**src/rtl/alu_pkg.sv**
```systemverilog
// rtl/alu_pkg.sv - shared opcodes, flag indices, FSM states and core modes for alu_flag_unit (ALU_MUL_EN adds the MUL state)
package alu_pkg;

    localparam logic [3:0] OP_ADD  = 4'd0;
    localparam logic [3:0] OP_ADC  = 4'd1;
    localparam logic [3:0] OP_SUB  = 4'd2;
    localparam logic [3:0] OP_SBC  = 4'd3;
    localparam logic [3:0] OP_AND  = 4'd4;
    localparam logic [3:0] OP_OR   = 4'd5;
    localparam logic [3:0] OP_EOR  = 4'd6;
    localparam logic [3:0] OP_INC  = 4'd7;
    localparam logic [3:0] OP_DEC  = 4'd8;
    localparam logic [3:0] OP_ADIW = 4'd9;
    localparam logic [3:0] OP_SBIW = 4'd10;
    localparam logic [3:0] OP_MUL  = 4'd11;

    localparam int FLG_C = 0;
    localparam int FLG_Z = 1;
    localparam int FLG_N = 2;

    typedef enum logic [2:0] {
        ST_IDLE    = 3'd0,
        ST_EXEC    = 3'd1,
        ST_WORD_HI = 3'd2,
`ifdef ALU_MUL_EN
        ST_MUL_2   = 3'd4,
`endif
        ST_DONE    = 3'd3
    } state_t;

    typedef enum logic [2:0] {
        CORE_ADD = 3'd0,
        CORE_SUB = 3'd1,
        CORE_AND = 3'd2,
        CORE_OR  = 3'd3,
        CORE_EOR = 3'd4
    } core_mode_t;

endpackage

```
**src/rtl/alu_flag_unit_if.sv**
```systemverilog
// rtl/alu_flag_unit_if.sv - launch/result bus between the sequencer and alu_flag_unit
interface alu_flag_unit_if #(
    parameter int DW  = 8,
    parameter int OPW = 4
);
    logic           start;
    logic [OPW-1:0] op;
    logic [DW-1:0]  a;
    logic [DW-1:0]  a_hi;
    logic [DW-1:0]  b;
    logic           c_in;
    logic           busy;
    logic           done;
    logic [DW-1:0]  result;
    logic [DW-1:0]  result_hi;
    logic [2:0]     flags;
    logic           sr_we;

    modport master (
        output start, op, a, a_hi, b, c_in,
        input  busy, done, result, result_hi, flags, sr_we
    );

    modport slave (
        input  start, op, a, a_hi, b, c_in,
        output busy, done, result, result_hi, flags, sr_we
    );
endinterface

```
**src/rtl/alu_byte_core.sv**
```systemverilog
// rtl/alu_byte_core.sv - combinational byte add/sub/logic slice with carry/borrow in and out
module alu_byte_core
    import alu_pkg::*;
#(
    parameter int DW = 8
) (
    input  logic [DW-1:0] a,
    input  logic [DW-1:0] b,
    input  logic          cin,
    input  core_mode_t    mode,
    output logic [DW-1:0] y,
    output logic          cout
);

    logic [DW:0] sum;

    // One extra bit holds carry (add) or borrow (sub, two's-complement sign)
    always_comb begin
        sum = '0;
        case (mode)
            CORE_ADD: sum = {1'b0, a} + {1'b0, b} + {{DW{1'b0}}, cin};
            CORE_SUB: sum = {1'b0, a} - {1'b0, b} - {{DW{1'b0}}, cin};
            CORE_AND: sum = {1'b0, a & b};
            CORE_OR:  sum = {1'b0, a | b};
            CORE_EOR: sum = {1'b0, a ^ b};
            default:  sum = '0;
        endcase
        y    = sum[DW-1:0];
        cout = sum[DW];
    end

endmodule

```
**src/rtl/alu_flag_unit.sv**
```systemverilog
// rtl/alu_flag_unit.sv - sequenced byte/word ALU feeding the status register; ALU_MUL_EN enables op 11 multiply
module alu_flag_unit
    import alu_pkg::*;
#(
    parameter int DW  = 8,
    parameter int OPW = 4
) (
    input  logic              clk,
    input  logic              rst,
    alu_flag_unit_if.slave    bus
);

    state_t          state, state_nxt;
    logic [OPW-1:0]  op_q;
    logic [DW-1:0]   a_q, a_hi_q, b_q, lo_q;
    logic            c_q, carry_q;
    logic [DW-1:0]   core_a, core_b, core_y;
    logic            core_cin, core_cout;
    core_mode_t      core_mode;
    logic [DW-1:0]   result_q, result_hi_q, res_nxt, res_hi_nxt;
    logic [2:0]      flags_q, flags_nxt;
    logic            load, busy, done;
    logic            is_word;

    assign is_word = (op_q == OP_ADIW) || (op_q == OP_SBIW);

`ifdef ALU_MUL_EN
    logic [2*DW-1:0] prod_q, mul_lo, mul_hi, product;

    // Multiply split into a low-nibble pass (EXEC) and a high-nibble pass (MUL_2)
    assign mul_lo  = {{DW{1'b0}}, a_q} * {{(DW + DW/2){1'b0}}, b_q[DW/2-1:0]};
    assign mul_hi  = {{DW{1'b0}}, a_q} * {{(DW + DW/2){1'b0}}, b_q[DW-1:DW/2]};
    assign product = prod_q + (mul_hi << (DW/2));

    // Partial product register between the two multiply passes
    always_ff @(posedge clk or posedge rst) begin
        if (rst)                  prod_q <= '0;
        else if (state == ST_EXEC) prod_q <= mul_lo;
    end
`endif

    // State register; reset aborts any in-flight op without a done pulse
    always_ff @(posedge clk or posedge rst) begin
        if (rst) state <= ST_IDLE;
        else     state <= state_nxt;
    end

    // Next-state: start is only honoured in IDLE, so starts during busy or DONE are dropped
    always_comb begin
        state_nxt = state;
        case (state)
            ST_IDLE:    if (bus.start) state_nxt = ST_EXEC;
            ST_EXEC: begin
                if (is_word)                state_nxt = ST_WORD_HI;
`ifdef ALU_MUL_EN
                else if (op_q == OP_MUL)    state_nxt = ST_MUL_2;
`endif
                else                        state_nxt = ST_DONE;
            end
            ST_WORD_HI: state_nxt = ST_DONE;
`ifdef ALU_MUL_EN
            ST_MUL_2:   state_nxt = ST_DONE;
`endif
            ST_DONE:    state_nxt = ST_IDLE;
            default:    state_nxt = ST_IDLE;
        endcase
    end

    // FSM outputs decoded straight from the state register
    always_comb begin
        busy = (state != ST_IDLE);
        done = (state == ST_DONE);
    end

    // Latch operands at launch; keep low byte and carry for the word high-byte pass
    always_ff @(posedge clk or posedge rst) begin
        if (rst) begin
            op_q    <= '0;
            a_q     <= '0;
            a_hi_q  <= '0;
            b_q     <= '0;
            c_q     <= 1'b0;
            lo_q    <= '0;
            carry_q <= 1'b0;
        end else begin
            if (state == ST_IDLE && bus.start) begin
                op_q   <= bus.op;
                a_q    <= bus.a;
                a_hi_q <= bus.a_hi;
                b_q    <= bus.b;
                c_q    <= bus.c_in;
            end
            if (state == ST_EXEC) begin
                lo_q    <= core_y;
                carry_q <= core_cout;
            end
        end
    end

    // Core operand steering: WORD_HI propagates the low-byte carry/borrow into a_hi
    always_comb begin
        core_a    = a_q;
        core_b    = b_q;
        core_cin  = 1'b0;
        core_mode = CORE_ADD;
        if (state == ST_WORD_HI) begin
            core_a    = a_hi_q;
            core_b    = '0;
            core_cin  = carry_q;
            core_mode = (op_q == OP_SBIW) ? CORE_SUB : CORE_ADD;
        end else begin
            case (op_q)
                OP_ADC:  core_cin = c_q;
                OP_SUB:  core_mode = CORE_SUB;
                OP_SBC: begin core_mode = CORE_SUB; core_cin = c_q; end
                OP_AND:  core_mode = CORE_AND;
                OP_OR:   core_mode = CORE_OR;
                OP_EOR:  core_mode = CORE_EOR;
                OP_INC:  core_b = {{(DW-1){1'b0}}, 1'b1};
                OP_DEC: begin core_mode = CORE_SUB; core_b = {{(DW-1){1'b0}}, 1'b1}; end
                OP_ADIW: core_b = {{(DW-6){1'b0}}, b_q[5:0]};
                OP_SBIW: begin core_mode = CORE_SUB; core_b = {{(DW-6){1'b0}}, b_q[5:0]}; end
                default: ;
            endcase
        end
    end

    alu_byte_core #(.DW(DW)) u_core (
        .a    (core_a),
        .b    (core_b),
        .cin  (core_cin),
        .mode (core_mode),
        .y    (core_y),
        .cout (core_cout)
    );

    // Final result/flags, loaded on the transition into DONE
    always_comb begin
        load       = 1'b0;
        res_nxt    = result_q;
        res_hi_nxt = result_hi_q;
        flags_nxt  = flags_q;
        if (state_nxt == ST_DONE) begin
            load = 1'b1;
            case (state)
                ST_EXEC: begin
                    res_hi_nxt = '0;
                    case (op_q)
                        OP_ADD, OP_ADC, OP_SUB, OP_SBC, OP_AND, OP_OR, OP_EOR, OP_INC, OP_DEC: begin
                            res_nxt          = core_y;
                            flags_nxt[FLG_N] = core_y[DW-1];
                            flags_nxt[FLG_Z] = (core_y == '0);
                            flags_nxt[FLG_C] = core_cout;
                            if (op_q == OP_AND || op_q == OP_OR || op_q == OP_EOR)
                                flags_nxt[FLG_C] = 1'b0;
                            if (op_q == OP_INC || op_q == OP_DEC)
                                flags_nxt[FLG_C] = c_q;
                        end
                        default: res_nxt = a_q;
                    endcase
                end
                ST_WORD_HI: begin
                    res_nxt          = lo_q;
                    res_hi_nxt       = core_y;
                    flags_nxt[FLG_N] = core_y[DW-1];
                    flags_nxt[FLG_Z] = ({core_y, lo_q} == '0);
                    flags_nxt[FLG_C] = core_cout;
                end
`ifdef ALU_MUL_EN
                ST_MUL_2: begin
                    {res_hi_nxt, res_nxt} = product;
                    flags_nxt[FLG_N]      = product[2*DW-1];
                    flags_nxt[FLG_Z]      = (product == '0);
                    flags_nxt[FLG_C]      = product[2*DW-1];
                end
`endif
                default: load = 1'b0;
            endcase
        end
    end

    // Result and flag registers hold between completions
    always_ff @(posedge clk or posedge rst) begin
        if (rst) begin
            result_q    <= '0;
            result_hi_q <= '0;
            flags_q     <= 3'b000;
        end else if (load) begin
            result_q    <= res_nxt;
            result_hi_q <= res_hi_nxt;
            flags_q     <= flags_nxt;
        end
    end

    assign bus.busy      = busy;
    assign bus.done      = done;
    assign bus.sr_we     = done;
    assign bus.result    = result_q;
    assign bus.result_hi = result_hi_q;
    assign bus.flags     = flags_q;

endmodule

```
**src/flat_wrapper.sv**
```systemverilog
// flat-port wrapper written by rule: the top's interface ports become plain ports
module alu_flag_unit_flat import alu_pkg::*;
#(
    parameter int DW  = 8,
    parameter int OPW = 4
)
  (clk, rst, bus_start, bus_op, bus_a, bus_a_hi, bus_b, bus_c_in, bus_busy, bus_done, bus_result, bus_result_hi, bus_flags, bus_sr_we);
  alu_flag_unit_if #(.DW(DW), .OPW(OPW)) bus_i ();
  input  logic clk;
  input  logic rst;
  input wire logic [$bits(bus_i.start)-1:0] bus_start;
  input wire logic [$bits(bus_i.op)-1:0] bus_op;
  input wire logic [$bits(bus_i.a)-1:0] bus_a;
  input wire logic [$bits(bus_i.a_hi)-1:0] bus_a_hi;
  input wire logic [$bits(bus_i.b)-1:0] bus_b;
  input wire logic [$bits(bus_i.c_in)-1:0] bus_c_in;
  output wire logic [$bits(bus_i.busy)-1:0] bus_busy;
  output wire logic [$bits(bus_i.done)-1:0] bus_done;
  output wire logic [$bits(bus_i.result)-1:0] bus_result;
  output wire logic [$bits(bus_i.result_hi)-1:0] bus_result_hi;
  output wire logic [$bits(bus_i.flags)-1:0] bus_flags;
  output wire logic [$bits(bus_i.sr_we)-1:0] bus_sr_we;
  assign bus_i.start = bus_start;
  assign bus_i.op = bus_op;
  assign bus_i.a = bus_a;
  assign bus_i.a_hi = bus_a_hi;
  assign bus_i.b = bus_b;
  assign bus_i.c_in = bus_c_in;
  assign bus_busy = bus_i.busy;
  assign bus_done = bus_i.done;
  assign bus_result = bus_i.result;
  assign bus_result_hi = bus_i.result_hi;
  assign bus_flags = bus_i.flags;
  assign bus_sr_we = bus_i.sr_we;
  alu_flag_unit #(.DW(DW), .OPW(OPW)) u_core (.clk(clk), .rst(rst), .bus(bus_i));
endmodule
```
**config.mk**
```make
export PLATFORM = sky130hd
export DESIGN_NAME = alu_flag_unit_flat
export DESIGN_NICKNAME = d
export VERILOG_FILES = /design/src/rtl/alu_pkg.sv /design/src/rtl/alu_flag_unit_if.sv /design/src/rtl/alu_byte_core.sv /design/src/rtl/alu_flag_unit.sv /design/src/flat_wrapper.sv
export SDC_FILE = /design/constraint.sdc
export NUM_CORES = 1
export LEC_CHECK = 0
export CAP_MARGIN = 5
export CORE_UTILIZATION = 42
export CTS_CLUSTER_DIAMETER = 60
export DETAILED_ROUTE_END_ITERATION = 8
export PLACE_DENSITY = 0.67
export SLEW_MARGIN = 10
export SYNTH_ARGS = -nofsm -noshare
export SYNTH_HDL_FRONTEND = slang
export SYNTH_SLANG_ARGS = --single-unit
```
**constraint.sdc**
```tcl
create_clock -name clk -period 5.4 [get_ports clk]
set_input_delay 1.62 -clock clk [delete_from_list [all_inputs] [get_ports clk]]
set_output_delay 1.62 -clock clk [all_outputs]
set_load 0.02 [all_outputs]
```
==> flow_summary.yaml <==
final_layout:
  antenna_cells: 0
  drive_gt1_share_pct: 13.3
  design.final.nets: 532
  mostFrequentLayoutCell: "dfrtp_1"
  layout_common_cells: "dfrtp_1, clkdlybuf4s50_1, nand2_1"
  area_delta_synth_final_pct: 20.1
synth:
  most_area_consuming_cells_after_synthesis: "dfrtp_1, ha_1, mux2_2"
  synth.largest_area_cell: "dfrtp_1"
  edff_count_synth: 0
  synthMuxAreaShare_pct: 11.5
  yosysWarningCount: 0
  synth_top_family_by_area: "compound AO/OA/AOI/OAI gates"
  ys_types: 59
  syn-mean-instance-area_um2: 9.55
  main_flop_type_after_synthesis: "dfrtp_1"
  synth_simple_gate_area_share_pct: 14.7
  top_cell_type_s_share_of_synthesized_area_pct: 37.5
  synth-xor-area-share_pct: 1.97
  postSynthCellCount: 419
  asyncSetResetFlopFracSynth_pct: 100
  synth_adder_area_share_pct: 10.8
  synth_compound_area_share_pct: 16.8
  synth-seq-cells: 60
  ys_seq_area_share_pct: 37.5
  synth.net_count: 483
  netlist_area_um2: 4000
floorplanning:
  die_span_y_um: 99.6
  die-width_um: 99.6
  design.core.area_um2: 9240
  initial_core_util_pct: 43.3
  fp-row-count: 35
  die_outline_area_um2: 9920
  ios: 54
timing:
  period_share_pct: 81.4
  maxClockFrequency_mhz: 228
  worst_slew_pin_slew_ns: 0.890
  period_minus_slack_ns: 4.40
  final.setup.tns_ns: 0
  final-hold-violation-count: 0
  grt_setup_unrepaired: "no"
  finalSetupViolCount: 0
  slew_headroom_pct: 40.7
  clock_skew_ns: 0.0115
  slew_violations: 0
critical_path:
  crit_end: "u_core.bus.flags[1]"
  critical_path.endpoint_type: "register"
  timing.rr.start: "u_core.state[2]"
  cpPeakStageDelay_ns: 0.69
  required_ns: 5.68
  setup.worst_path.class: "register to register"
  internal_reg_to_reg_setup_slack_ns: 1.00
  ff2ff_path_depth: 12
  cp_slowest_cell: "nor3b_2"
  crit_path_cell_trace: "nor3b_2, mux2i_1, inv_1, fa_1, fa_1, o21ai_0, and2b_2, xnor2_1, a222oi_1, and4_1, and3_1, a41o_1"
  reg2reg_to: "u_core.bus.flags[1]"
  path_buf_inv: 1
  critical_path_arrival_ns: 4.68
  timing.critical_path.mode_cell: "fa_1"
  worst_setup_path_start_kind: "register"
  timing.critical_path.depth: 12
  crit_path_start: "u_core.state[2]"
  critical_path_peak_fanout: 10
  cpLargestDelayFamily: "simple AND/OR/NAND/NOR gates"
clock_tree:
  post_cts_buffers: 0
  clock_slew_seen_by_the_registers_of_the_worst_setup_and_hold_paths_ns: 0.08
  clock_path_buffers: 2
  cts_hold_repair.buffers: 0
  clock_sinks: 60
  tritoncts.num_buffers: 9
  h-tree-depth: 3
  tritoncts: "yes"
  cts.repair.resized: 0
  master_cell_of_the_clock_root_buffer: "clkbuf_8"
  clock_latency_ns: 0.34
placed_design:
  placement.io_buffers: 53
  dpl_hpwl_mm: 7.48
  gp_congestion: 0.819
grt:
  antenna_found_initial: 0
  pin_count_of_the_biggest_net_entering_global_routing: 39
  globalRoute.totalOverflow: 0
  grtUsageTotal_pct: 21.4
  first_global_vias: 3179
  first_pass_grt_wire_length_mm: 16.3
route:
  post_drt_wl_per_cell_um: 16.6
  drc: 0
  antenna_violating_nets_post_route: 0
  drt_pre_antenna_iters: 5
  route.detailed.vias_per_inst: 5.46
  iter_0_drt_violations: 206
  num_vias: 3279
  finalWirelength_mm: 10.0
job:
  cap_violations: 0
min_path:
  min_path_type: "register to register"
run_status:
  run_status: "completed"
==> cells by family after synthesis <==
logic type,after synthesis
compound gates,98
xor+xnor,9
fa+ha+maj,32
buf+inv,52
flops,60
mux,42
other cells,1
simple gates,125
==> flip-flops by register name, summed over array words and instances, names as in the netlist <==
name / flops
u_core.carry_q: 1
u_core.c_q: 1
u_core.op_q: 4
u_core.state: 3
u_core.bus.flags: 3
u_core.b_q: 8
u_core.lo_q: 8
u_core.a_hi_q: 8
u_core.bus.result_hi: 8
u_core.bus.result: 8
u_core.a_q: 8
==> worst reg2reg max path, delay by kind of cell, from the launching register on <==
| family | cells | cell delay (ns) |
|---|---|---|
| AND/OR/NAND/NOR | 4 | 1.30 |
| buffers and inverters | 1 | 0.15 |
| multiplexers | 1 | 0.40 |
| flip-flops | 1 | 0.44 |
| XOR/XNOR | 1 | 0.06 |
| AO/OA/AOI/OAI | 3 | 1.04 |
| adder cells (fa/ha/maj) | 2 | 0.94 |
==> cell usage after synthesis (all sizes together) (5+ instances only) <==
| cell | n |
|---|---|
| mux2i | 11 |
| ha | 28 |
| inv | 31 |
| xor2 | 6 |
| o22ai | 7 |
| mux2 | 31 |
| nor2 | 28 |
| nand2 | 50 |
| and2 | 5 |
| nand3 | 13 |
| o21ai | 26 |
| a21o | 5 |
| buf | 7 |
| nor3 | 8 |
| a211oi | 8 |
| dfrtp | 60 |
| clkbuf | 14 |
| a21oi | 20 |
==> cell type report <==
class | count | area, um^2
well taps | 129 | 161
inverters | 31 | 116
repair buffers | 59 | 576
clock inverters | 5 | 77.6
fillers | 841 | 4440
flip-flops and latches | 60 | 1500
clock buffers | 10 | 128
multi-input cells | 307 | 2240
==> per-stage QoR <==
step                      worst slack [ns]  instance area, um^2  hold WS (ns)  utilization, %  cells
after floorplan                       1.85                 4000         0.472               -    419
after global placement                1.07                 4600         0.469            49.7    586
after detailed placement              1.04                 4600         0.476            49.7    586
after CTS                             1.03                 4800         0.493            52.0    601
after global routing                 0.732                 4800         0.526            52.0    601
final                                 1.00                 4800         0.492            52.0    601
==> how the worst min path moves through the flow <==
stage | startpoint | to | slack [ns] | cells after the start
after floorplan | u_core.lo_q[5] | u_core.lo_q[5] | 0.47 | 2
after global placement | u_core.bus.result_hi[0] | u_core.bus.result_hi[0] | 0.47 | 2
final | u_core.bus.result_hi[0] | u_core.bus.result_hi[0] | 0.49 | 2
after detailed placement | u_core.bus.result_hi[0] | u_core.bus.result_hi[0] | 0.48 | 2
after global routing | u_core.a_hi_q[3] | u_core.a_hi_q[3] | 0.53 | 1
after CTS | u_core.bus.result_hi[0] | u_core.bus.result_hi[0] | 0.49 | 2
==> layer usage <==
metal	vias to the layer above	GRT usage, %	share of wire [%]
li1	1576	-	-
met1	1590	29.9	47
met2	97	33.7	47
met3	16	3.79	3.9
met4	0	7.13	1.8
met5	-	0	0
Power is not shown: default switching activity piles up to over one toggle a cycle in this logic, so the estimate is an artifact.
